<file path="config.mk">
export PLATFORM = sky130hd
export DESIGN_NAME = pe_feed_ctrl
export DESIGN_NICKNAME = d
export VERILOG_FILES = /design/src/rtl/pe_feed_ctrl.sv
export SDC_FILE = /design/constraint.sdc
export NUM_CORES = 1
export LEC_CHECK = 0
export ABC_CLOCK_PERIOD_IN_PS = 9040
export CAP_MARGIN = 20
export CORE_MARGIN = 8
export CORE_UTILIZATION = 54
export DETAILED_ROUTE_END_ITERATION = 10
export MAX_ROUTING_LAYER = met4
export PLACE_DENSITY = 0.95
export SETUP_SLACK_MARGIN = 0.05
export SYNTH_ARGS = -nofsm -noshare
export SYNTH_HDL_FRONTEND = slang
export SYNTH_SLANG_ARGS = --single-unit
</file>
<file path="constraint.sdc">
create_clock -name i_clk -period 9.04 [get_ports i_clk]
set_input_delay 2.712 -clock i_clk [delete_from_list [all_inputs] [get_ports i_clk]]
set_output_delay 2.712 -clock i_clk [all_outputs]
set_load 0.01 [all_outputs]
</file>
<file path="src/rtl/pe_feed_ctrl.sv">
// pe_feed_ctrl
//   Master-side driver for one processing element. Takes a MAC job (length K,
//   bias), streams K ifmap/filter pairs into the PE and drives mult_seln and
//   acc_seln. Once the PE has finished, it merges the PE's two accumulator
//   phases with the bias and returns one 2*DATA_WIDTH result.
//
// Ports
//   i_clk, i_rst         clock, synchronous active-high reset
//   i_start              job request (accepted only when idle)
//   i_cfg_len            K, number of products
//   i_cfg_bias           bias added to the final sum
//   o_busy               job in flight
//   i_op_valid/o_op_ready, i_op_ifmap/i_op_fltr    operand pair stream
//   o_pe_ifmap/o_pe_fltr/o_pe_psum_m2p             master-to-PE data
//   i_pe_psum_p2m        combinational MAC output of the PE
//   o_mult_seln          1 = PE adds product, 0 = PE adds o_pe_psum_m2p
//   o_acc_seln           1 = PE accumulator phase register cleared
//   o_res_valid/i_res_ready/o_res_data             result handshake
module pe_feed_ctrl #(
   parameter int unsigned DATA_WIDTH = 16,
   parameter int unsigned MULT_LAT   = 2,
   parameter int unsigned LEN_WIDTH  = 16
) (
   input  logic                    i_clk,
   input  logic                    i_rst,
   input  logic                    i_start,
   input  logic [LEN_WIDTH-1:0]    i_cfg_len,
   input  logic [2*DATA_WIDTH-1:0] i_cfg_bias,
   output logic                    o_busy,
   input  logic                    i_op_valid,
   output logic                    o_op_ready,
   input  logic [DATA_WIDTH-1:0]   i_op_ifmap,
   input  logic [DATA_WIDTH-1:0]   i_op_fltr,
   output logic [DATA_WIDTH-1:0]   o_pe_ifmap,
   output logic [DATA_WIDTH-1:0]   o_pe_fltr,
   output logic [2*DATA_WIDTH-1:0] o_pe_psum_m2p,
   input  logic [2*DATA_WIDTH-1:0] i_pe_psum_p2m,
   output logic                    o_mult_seln,
   output logic                    o_acc_seln,
   output logic                    o_res_valid,
   input  logic                    i_res_ready,
   output logic [2*DATA_WIDTH-1:0] o_res_data
);

   localparam int unsigned PW = 2 * DATA_WIDTH;
   localparam int unsigned TW = MULT_LAT + 1;

   typedef enum logic [2:0] {
      StIdle,
      StIssue,
      StDrain,
      StMerge,
      StOut
   } state_t;

   state_t                r_state;
   state_t                w_state_nxt;
   logic [LEN_WIDTH-1:0]  r_len;
   logic [LEN_WIDTH-1:0]  r_issued;
   logic [PW-1:0]         r_bias;
   logic [PW-1:0]         r_p0;
   logic [PW-1:0]         r_res;
   logic [DATA_WIDTH-1:0] r_pe_ifmap;
   logic [DATA_WIDTH-1:0] r_pe_fltr;
   // Bit i set: the tagged pair's product reaches the PE adder i cycles from now
   // counted backwards from MULT_LAT; the top bit marks the arrival cycle itself.
   logic [TW-1:0]         r_tag_first;
   logic [TW-1:0]         r_tag_last;
   logic                  r_acc_clr;

   logic w_start_acc;
   logic w_len_zero;
   logic w_op_ready;
   logic w_op_hs;
   logic w_first_pair;
   logic w_last_pair;
   logic w_arrive_first;
   logic w_arrive_last;

   assign w_start_acc    = i_start && (r_state == StIdle);
   assign w_len_zero     = (i_cfg_len == '0);
   assign w_op_ready     = (r_state == StIssue) && (r_issued < r_len);
   assign w_op_hs        = w_op_ready && i_op_valid;
   assign w_first_pair   = w_op_hs && (r_issued == '0);
   assign w_last_pair    = w_op_hs && (r_issued == (r_len - LEN_WIDTH'(1)));
   assign w_arrive_first = r_tag_first[MULT_LAT];
   assign w_arrive_last  = r_tag_last[MULT_LAT];

   // Next-state logic
   always_comb begin
      w_state_nxt = r_state;
      unique case (r_state)
         StIdle: begin
            if (i_start) begin
               w_state_nxt = w_len_zero ? StOut : StIssue;
            end
         end
         StIssue: begin
            if (w_last_pair) begin
               w_state_nxt = StDrain;
            end
         end
         StDrain: begin
            if (w_arrive_last) begin
               w_state_nxt = StMerge;
            end
         end
         StMerge: begin
            w_state_nxt = StOut;
         end
         StOut: begin
            if (i_res_ready) begin
               w_state_nxt = StIdle;
            end
         end
         default: begin
            w_state_nxt = StIdle;
         end
      endcase
   end

   always_ff @(posedge i_clk) begin
      if (i_rst) begin
         r_state     <= StIdle;
         r_len       <= '0;
         r_issued    <= '0;
         r_bias      <= '0;
         r_p0        <= '0;
         r_res       <= '0;
         r_pe_ifmap  <= '0;
         r_pe_fltr   <= '0;
         r_tag_first <= '0;
         r_tag_last  <= '0;
         r_acc_clr   <= 1'b0;
      end else begin
         r_state <= w_state_nxt;

         if (w_start_acc) begin
            r_len    <= i_cfg_len;
            r_bias   <= i_cfg_bias;
            r_issued <= '0;
         end else if (w_op_hs) begin
            r_issued <= r_issued + LEN_WIDTH'(1);
         end

         // Non-handshake cycles present zeros so the PE accumulates zero products.
         r_pe_ifmap <= w_op_hs ? i_op_ifmap : '0;
         r_pe_fltr  <= w_op_hs ? i_op_fltr  : '0;

         r_tag_first <= (r_tag_first << 1) | TW'(w_first_pair);
         r_tag_last  <= (r_tag_last << 1)  | TW'(w_last_pair);

         // Hold both accumulator phases cleared until the first real product lands.
         if (w_start_acc && !w_len_zero) begin
            r_acc_clr <= 1'b1;
         end else if (w_arrive_first) begin
            r_acc_clr <= 1'b0;
         end

         // Phase A total is the MAC output in the last product's arrival cycle.
         if ((r_state == StDrain) && w_arrive_last) begin
            r_p0 <= i_pe_psum_p2m;
         end

         // In MERGE the PE returns phase B + bias, so the sum is the full result.
         if (w_start_acc && w_len_zero) begin
            r_res <= i_cfg_bias;
         end else if (r_state == StMerge) begin
            r_res <= r_p0 + i_pe_psum_p2m;
         end
      end
   end

   assign o_busy        = (r_state != StIdle);
   assign o_op_ready    = w_op_ready;
   assign o_pe_ifmap    = r_pe_ifmap;
   assign o_pe_fltr     = r_pe_fltr;
   assign o_pe_psum_m2p = r_bias;
   assign o_mult_seln   = (r_state != StMerge);
   assign o_acc_seln    = r_acc_clr;
   assign o_res_valid   = (r_state == StOut);
   assign o_res_data    = r_res;

endmodule

</file>
==> summary.txt, run 1 <==
SYNTH
--------------------------------------------------------------------------------------
Mapped Nets                                                                      1,276
Multiplexer area fraction after synthesis                                       0.476%
Post-synthesis share of cell area spent on xor and xnor gates                    5.25%
Number of standard cells after synthesis                                         1,108
Share of the yosys chip area belonging to registers                              39.2%
Yosys warns                                                                          0
Number of distinct standard cells referenced by the synthesized netlist             58
Largest family of logic cells by synthesized area                         simple AND/OR/NAND/NOR gates
Post-Synth Simple-Gate Area                                                      23.6%
Top_reg_cell synth                                                        sky130_fd_sc_hd__dfxtp_1
Synthesized cell area                                                         8670 µm²
FF+latch count, synth                                                              170
Mean instance size in the synthesized netlist                                 7.83 µm²
Fraction of synthesis flops using an asynchronous set or reset pin                  0%
Adder-cell share of the synthesized area                                         7.45%
Compound-gate portion of the synthesized area                                    19.6%
Count of flip-flops with a built-in enable after synthesis                           0

FINAL LAYOUT
--------------------------------------------------------------------------------------
Count of filler cells inserted in the layout                                     1,186
Finished layout cell area                                                   11,600 µm²
Nets@finish                                                                      1,455
Final Instance Count excl. Fillers                                               1,518
Share of final-layout standard cells stronger than drive strength 1              4.23%
Layout overhead on the synthesized area                                          33.4%
Highest-count cells in the layout ignoring fill and taps                  sky130_fd_sc_hd__clkdlybuf4s50_1 (216), sky130_fd_sc_hd__nand2_1 (215), sky130_fd_sc_hd__dfxtp_1 (170), sky130_fd_sc_hd__a21oi_1 (143), sky130_fd_sc_hd__nor2_1 (79)
Final core utilization                                                           73.3%
Most common library cell in the layout ignoring fill and taps             sky130_fd_sc_hd__clkdlybuf4s50_1

HOLD PATH
--------------------------------------------------------------------------------------
Worst hold path class                                                          reg2reg

GRT
--------------------------------------------------------------------------------------
Global-route wire length before repair                                       44,100 µm
GRT Resource Usage Total                                                         27.9%
Maximum number of pins on one net before global-route repair                        65
Total congestion overflow after global routing                                       0
Initial antenna violation count                                                      2
Via count of the first global-routing pass                                       8,536

SETUP PATH
--------------------------------------------------------------------------------------
Cells along the critical path                                             inv_1 -> ha_1 -> nor2b_1 -> o21a_1 -> o21ai_0 -> a21oi_1 -> o41ai_1 -> and2_1 -> clkdlybuf4s50_1
Critical Path End Type                                                      output pin
Category of the most critical setup path                                       reg2out
Largest stage delay, worst path                                                0.58 ns
Startpoint class of the critical path                                             flop
Arr. time, crit path                                                           3.11 ns
Slowest CP cell                                                           sky130_fd_sc_hd__clkdlybuf4s50_1
Biggest fanout along the worst timing path                                           5
Worst path required time                                                       6.33 ns

TIMING
--------------------------------------------------------------------------------------
Final count of hold timing violations                                                0
Transition time at the pin with the least slew margin                          1.00 ns
Pins Over Slew Limit                                                                 0
Endpoints failing setup                                                              0
Period minus WS final                                                          5.82 ns
Unrepaired setup endpoints after global routing                                     no
Fin Setup TNS                                                                     0 ns
Maximum operating frequency                                                    172 MHz
Max Clock Skew                                                              0.00992 ns
Final WS setup                                                                 3.22 ns
Slew margin rel.                                                                 33.3%
Worst hold slack                                                              0.449 ns
Final clock period utilization by the worst path                                 64.4%

POWER AND IR DROP
--------------------------------------------------------------------------------------
Net Sw Frac                                                                      24.7%
Power share of the combinational group                                           14.2%
Leak                                                                           4.43 nW
Total power per unit cell area                                              157 nW/µm²
Relative contribution of the clock network to total power                        42.6%
Power dissipated by switching net loads                                       0.449 mW
Cell Int Power                                                                 1.37 mW
Sequential cell fraction of total power                                          43.2%
Post-route total power                                                         1.82 mW
IR drop worst, VDD                                                            0.142 mV

CLOCKING
--------------------------------------------------------------------------------------
Bufs on Longest Clock Path                                                           2
# H-tree levels                                                                      4
CTS tree                                                                           yes
Clock tree root buffer cell                                               sky130_fd_sc_hd__clkbuf_16
Insertion delay to the later sink of the worst-skew pair                       0.43 ns
Gates resized, CTS repair                                                            0
Buffers inserted during post-CTS setup optimization                                  0
Clock-pin slew of the registers on the worst-case setup and hold paths         0.06 ns
Clock buffer count from CTS                                                         17
Clock tree sinks                                                                   170
Hold buffers post-CTS                                                                0

FLOORPLAN
--------------------------------------------------------------------------------------
Top-level I/O count                                                                218
# rows                                                                              46
Die H                                                                           143 µm
Initial core utilization                                                         55.0%
Placeable core area                                                         15,800 µm²
Area of the die                                                             20,400 µm²
Horizontal die dimension                                                        143 µm

ROUTING
--------------------------------------------------------------------------------------
Final wirelength                                                             28,000 µm
ANT nets after route                                                                 0
Number of DRC markers after the initial detailed-route iteration                   753
TritonRoute pass-1 iters                                                             6
Total via count in the routed design                                             8,873
Per-cell routed wire length                                                    18.5 µm
Detailed-route DRC error count                                                       0
Vias per Instance                                                                 5.85

JOB
--------------------------------------------------------------------------------------
# Max-Cap Violations                                                                 0

PLACEMENT
--------------------------------------------------------------------------------------
Placed cells                                                                     1,483
Pre-CTS setup slack                                                            3.03 ns
Placed instance area                                                        10,900 µm²
Final weighted congestion of routability-driven global placement                 0.913
Post-detail-place hpwl                                                       20,000 µm
Port Buffers                                                                       217

RUN STATUS
--------------------------------------------------------------------------------------
Result of the run                                                         complete, no violations

## cell usage after synthesis, types with 15 or more instances
cell type,count,area share [%]
sky130_fd_sc_hd__nand2_1,216,9.4
sky130_fd_sc_hd__dfxtp_1,170,39
sky130_fd_sc_hd__a21oi_1,143,8.3
sky130_fd_sc_hd__nor2_1,80,3.5
sky130_fd_sc_hd__clkbuf_1,63,2.7
sky130_fd_sc_hd__o21ai_0,55,3.2
sky130_fd_sc_hd__ha_1,50,7.2
sky130_fd_sc_hd__and2_1,39,2.8
sky130_fd_sc_hd__inv_1,31,1.3
sky130_fd_sc_hd__xnor2_1,31,3.1
sky130_fd_sc_hd__nand3_1,21,1.2
sky130_fd_sc_hd__xor2_1,21,2.1
sky130_fd_sc_hd__nor3_1,19,1.1
sky130_fd_sc_hd__nor4_1,16,1.2
sky130_fd_sc_hd__a21o_1,15,1.3
## final timing paths
| kind | start | end | slack (ns) | cells after the start |
|---|---|---|---|---|
| max | r_len[1] | o_op_ready | 3.22 | 9 |
| min | r_tag_first[0] | r_tag_first[1] | 0.45 | 1 |
| max reg2reg | r_len[1] | r_issued[15] | 5.84 | 11 |
| min reg2reg | r_tag_first[0] | r_tag_first[1] | 0.45 | 1 |
## kinds of logic (layout without fill, tap and decap cells)
family	Yosys count	in the layout
buffers and inverters	98	290
other	0	2
and+or+nand+nor	445	445
muxes	4	4
AOI/OAI and AO/OA	288	288
xor gates and xnor gates	52	52
DFF	170	170
adders and majority gates	51	51
## power by group through the flow
| stage | clock [mW] | combinational, mW | sequential [mW] |
|---|---|---|---|
| final | 0.776 | 0.259 | 0.786 |
| after detailed placement | 0 | 0.254 | 0.802 |
| after global routing | 0.821 | 0.281 | 0.788 |
| after global placement | 0 | 0.247 | 0.801 |
| after floorplan | 0 | 0.132 | 0.804 |
| after CTS | 0.784 | 0.258 | 0.785 |
## area by class of cell
class	count	area (µm²)	share of cell area (%)
repair buffers	227	2250	19.5
inverters	31	116	1.01
multi-input cells	840	4890	42.3
clock inverters	12	171	1.48
clock buffers	20	457	3.95
diodes	2	5.00	0.0433
flip-flops and latches	170	3400	29.4
well taps	216	270	2.34
## metal layers
layer  up-vias  share of wire, %  GRT usage (%)
met2       425                49           45.6
met3        93               6.5           5.48
met4         0               4.6           13.8
li1       4190                 -              -
met5         -                 0              -
met1      4165                40           32.2
## critical path, delay by kind of cell, from the launching register on
kind	cells	cell delay (ns)
adder cells (fa/ha/maj)	1	0.28
AND/OR/NAND/NOR	2	0.39
AO/OA/AOI/OAI	4	0.93
buffers and inverters	2	0.68
flip-flops	1	0.41
## flip-flops by register name, summed over array words and instances, names as in the netlist
| name | cells |
|---|---|
| o_pe_psum_m2p | 32 |
| o_res_data | 32 |
| r_p0 | 32 |
| o_pe_fltr | 16 |
| o_pe_ifmap | 16 |
| r_issued | 16 |
| r_len | 16 |
| r_state | 3 |
| r_tag_first | 3 |
| r_tag_last | 3 |
| o_acc_seln | 1 |
No activity file was read; power rests on OpenSTA's default activity.
==> run 2: changes to the inputs <==
ABC_CLOCK_PERIOD_IN_PS = 5250   (was 9040)
CORE_UTILIZATION = 45   (was 54)
PLACE_DENSITY = 0.89   (was 0.95)
clock period = 5.25 ns   (was 9.04 ns; I/O delays follow)
==> run 2 against run 1 <==
Die area increased by 18%. Sequential power increased by 72%. Critical path depth decreased by 3. Count of clock-buffer cells in the layout increased by 1. Worst setup slack got worse by 2.5 ns. Clock skew about the same. Via count decreased by 3.6%. Critical path type unchanged. Flip-flop and latch count unchanged. Global-route usage decreased by 4.9 points.
==> summary.txt, run 2 (synthesis results as in run 1) <==
SETUP PATH
-------------------------------------------------------------------------------------
Reg-to-reg critical path startpoint                                           r_p0[0]
Endpoint of the lowest-slack register-to-register path                   o_res_data[30]
Number of cells on the worst reg-to-reg path                                       12   +1
Startpoint class of the critical path                                            flop
Critical Path End Type                                                     output pin
Biggest fanout along the worst timing path                                          3   -2
R2R setup slack                                                               2.08 ns   -3.76 ns
Worst path required time                                                      3.68 ns   -2.65 ns
Arr. time, crit path                                                          2.92 ns   -0.19 ns
Category of the most critical setup path                                      reg2out

ROUTING
-------------------------------------------------------------------------------------
Number of DRC markers after the initial detailed-route iteration                  644   -14%
Final wirelength                                                            27,200 µm   -3.0%
Total via count in the routed design                                            8,557   -3.6%
ANT nets after route                                                                0   unchanged
TritonRoute pass-1 iters                                                            5   -1
Detailed-route DRC error count                                                      0   unchanged
Per-cell routed wire length                                                   17.4 µm   -5.7%
Vias per Instance                                                                5.48   -6.3%

CLOCKING
-------------------------------------------------------------------------------------
Clock-pin slew of the registers on the worst-case setup and hold paths        0.06 ns   about the same
CTS tree                                                                          yes
Clock tree sinks                                                                  170   unchanged
# H-tree levels                                                                     4   unchanged
Buffers inserted during post-CTS setup optimization                                 0   unchanged
Hold buffers post-CTS                                                               0   unchanged
Clock tree root buffer cell                                              sky130_fd_sc_hd__clkbuf_16
Insertion delay to the later sink of the worst-skew pair                      0.43 ns   about the same
Gates resized, CTS repair                                                           0   unchanged
Bufs on Longest Clock Path                                                          2   unchanged
Clock buffer count from CTS                                                        17   unchanged

FLOORPLAN
-------------------------------------------------------------------------------------
# rows                                                                             50   +8.7%
Initial core utilization                                                        46.0%   -8.9 points
Area of the die                                                            24,000 µm²   +18%
Top-level I/O count                                                               218   unchanged
Placeable core area                                                        18,800 µm²   +19%
Horizontal die dimension                                                       155 µm   +8.5%
Die H                                                                          155 µm   +8.5%

GRT
-------------------------------------------------------------------------------------
Total congestion overflow after global routing                                      0   unchanged
Global-route wire length before repair                                      43,000 µm   -2.4%
Maximum number of pins on one net before global-route repair                       95   +46%
Via count of the first global-routing pass                                      8,308   -2.7%
Initial antenna violation count                                                     1   -1
GRT Resource Usage Total                                                        22.9%   -4.9 points

FINAL LAYOUT
-------------------------------------------------------------------------------------
Finished layout cell area                                                  11,600 µm²   about the same
Highest-count cells in the layout ignoring fill and taps                 sky130_fd_sc_hd__clkdlybuf4s50_1 (216), sky130_fd_sc_hd__nand2_1 (215), sky130_fd_sc_hd__dfxtp_1 (170), sky130_fd_sc_hd__a21oi_1 (143), sky130_fd_sc_hd__nor2_1 (79)
Layout overhead on the synthesized area                                         33.4%   about the same
Most common library cell in the layout ignoring fill and taps            sky130_fd_sc_hd__clkdlybuf4s50_1
Share of final-layout standard cells stronger than drive strength 1             4.23%   about the same
Nets@finish                                                                     1,456   +0.069%

PLACEMENT
-------------------------------------------------------------------------------------
Final weighted congestion of routability-driven global placement                0.906   -0.74%
Port Buffers                                                                      217   unchanged
Placed instance area                                                       11,000 µm²   +0.64%
Post-detail-place hpwl                                                      20,000 µm   +0.25%

JOB
-------------------------------------------------------------------------------------
# Max-Cap Violations                                                                0   unchanged

TIMING
-------------------------------------------------------------------------------------
Fin Setup TNS                                                                    0 ns   unchanged
Maximum operating frequency                                                   223 MHz
Final count of hold timing violations                                               0   unchanged
Transition time at the pin with the least slew margin                         1.00 ns   +0.00269 ns
Pins Over Slew Limit                                                                0   unchanged
Endpoints failing setup                                                             0   unchanged
Unrepaired setup endpoints after global routing                                    no
Max Clock Skew                                                             0.00991 ns   -0.00000344 ns
Final clock period utilization by the worst path                                85.6%
Period minus WS final                                                         4.49 ns
Slew margin rel.                                                                33.1%   -0.18 points

HOLD PATH
-------------------------------------------------------------------------------------
Worst hold stages                                                                   1   unchanged
Start point of the worst min-delay path                                  r_tag_first[0]
Worst hold path class                                                         reg2reg
Worst Hold End                                                           r_tag_first[1]

POWER AND IR DROP
-------------------------------------------------------------------------------------
Total power per unit cell area                                             263 nW/µm²   +67%
Leak                                                                          4.41 nW   -0.48%
IR drop worst, VDD                                                           0.225 mV   +58%

RUN STATUS
-------------------------------------------------------------------------------------
Result of the run                                                        complete, no violations

-- run 2: routing by layer --
metal | GRT usage (%) | vias up | part of all wire, %
met5 | - | - | 0
met4 | 9.47 | 0 | 3.0
met3 | 4.07 | 58 | 6.3
met2 | 37.4 | 310 | 48
met1 | 27.6 | 3987 | 42
li1 | - | 4202 | -
-- run 2: final cells by class --
type | count | area [µm²]
clock inverters | 11 | 120
repair buffers | 228 | 2250
diodes | 1 | 2.50
flip-flops and latches | 170 | 3400
multi-input cells | 840 | 4890
inverters | 31 | 116
well taps | 260 | 325
clock buffers | 21 | 460
fillers | 1627 | 7260
-- run 2: critical path, cell delays in order, from the launching register on --
cell	delay, ns
sky130_fd_sc_hd__dfxtp_1	0.39
sky130_fd_sc_hd__inv_1	0.06
sky130_fd_sc_hd__ha_1	0.19
sky130_fd_sc_hd__or4b_2	0.62
sky130_fd_sc_hd__a221oi_1	0.41
sky130_fd_sc_hd__and2_1	0.26
sky130_fd_sc_hd__clkdlybuf4s50_1	0.57
-- run 2: metrics by stage --
stage | total power, mW | util (%) | std cells | hold slack [ns] | setup slack, ns
after floorplan | 1.61 | - | 1108 | 0.414 | 1.40
after global placement | 1.81 | 58.4 | 1529 | 0.418 | 0.552
after detailed placement | 1.82 | 58.4 | 1529 | 0.424 | 0.448
after CTS | 3.07 | 61.4 | 1561 | 0.439 | 0.750
after global routing | 3.16 | 61.4 | 1562 | 0.453 | 0.599
final | 3.05 | 61.4 | 1562 | 0.436 | 0.758
-- run 2: worst max-delay path by stage --
stage	from	cells past startpoint	to
final	r_len[15]	6	o_op_ready
after global routing	i_pe_psum_p2m[0]	13	o_res_data[30]
after CTS	r_len[1]	9	o_op_ready
after detailed placement	i_pe_psum_p2m[0]	13	o_res_data[30]
after global placement	i_pe_psum_p2m[0]	13	o_res_data[30]
after floorplan	i_pe_psum_p2m[0]	12	o_res_data[30]
-- run 2: report_power, final --
group,internal [mW],switching [mW]
sequential,1.32,0.0265
clock,0.725,0.526
combinational,0.220,0.227
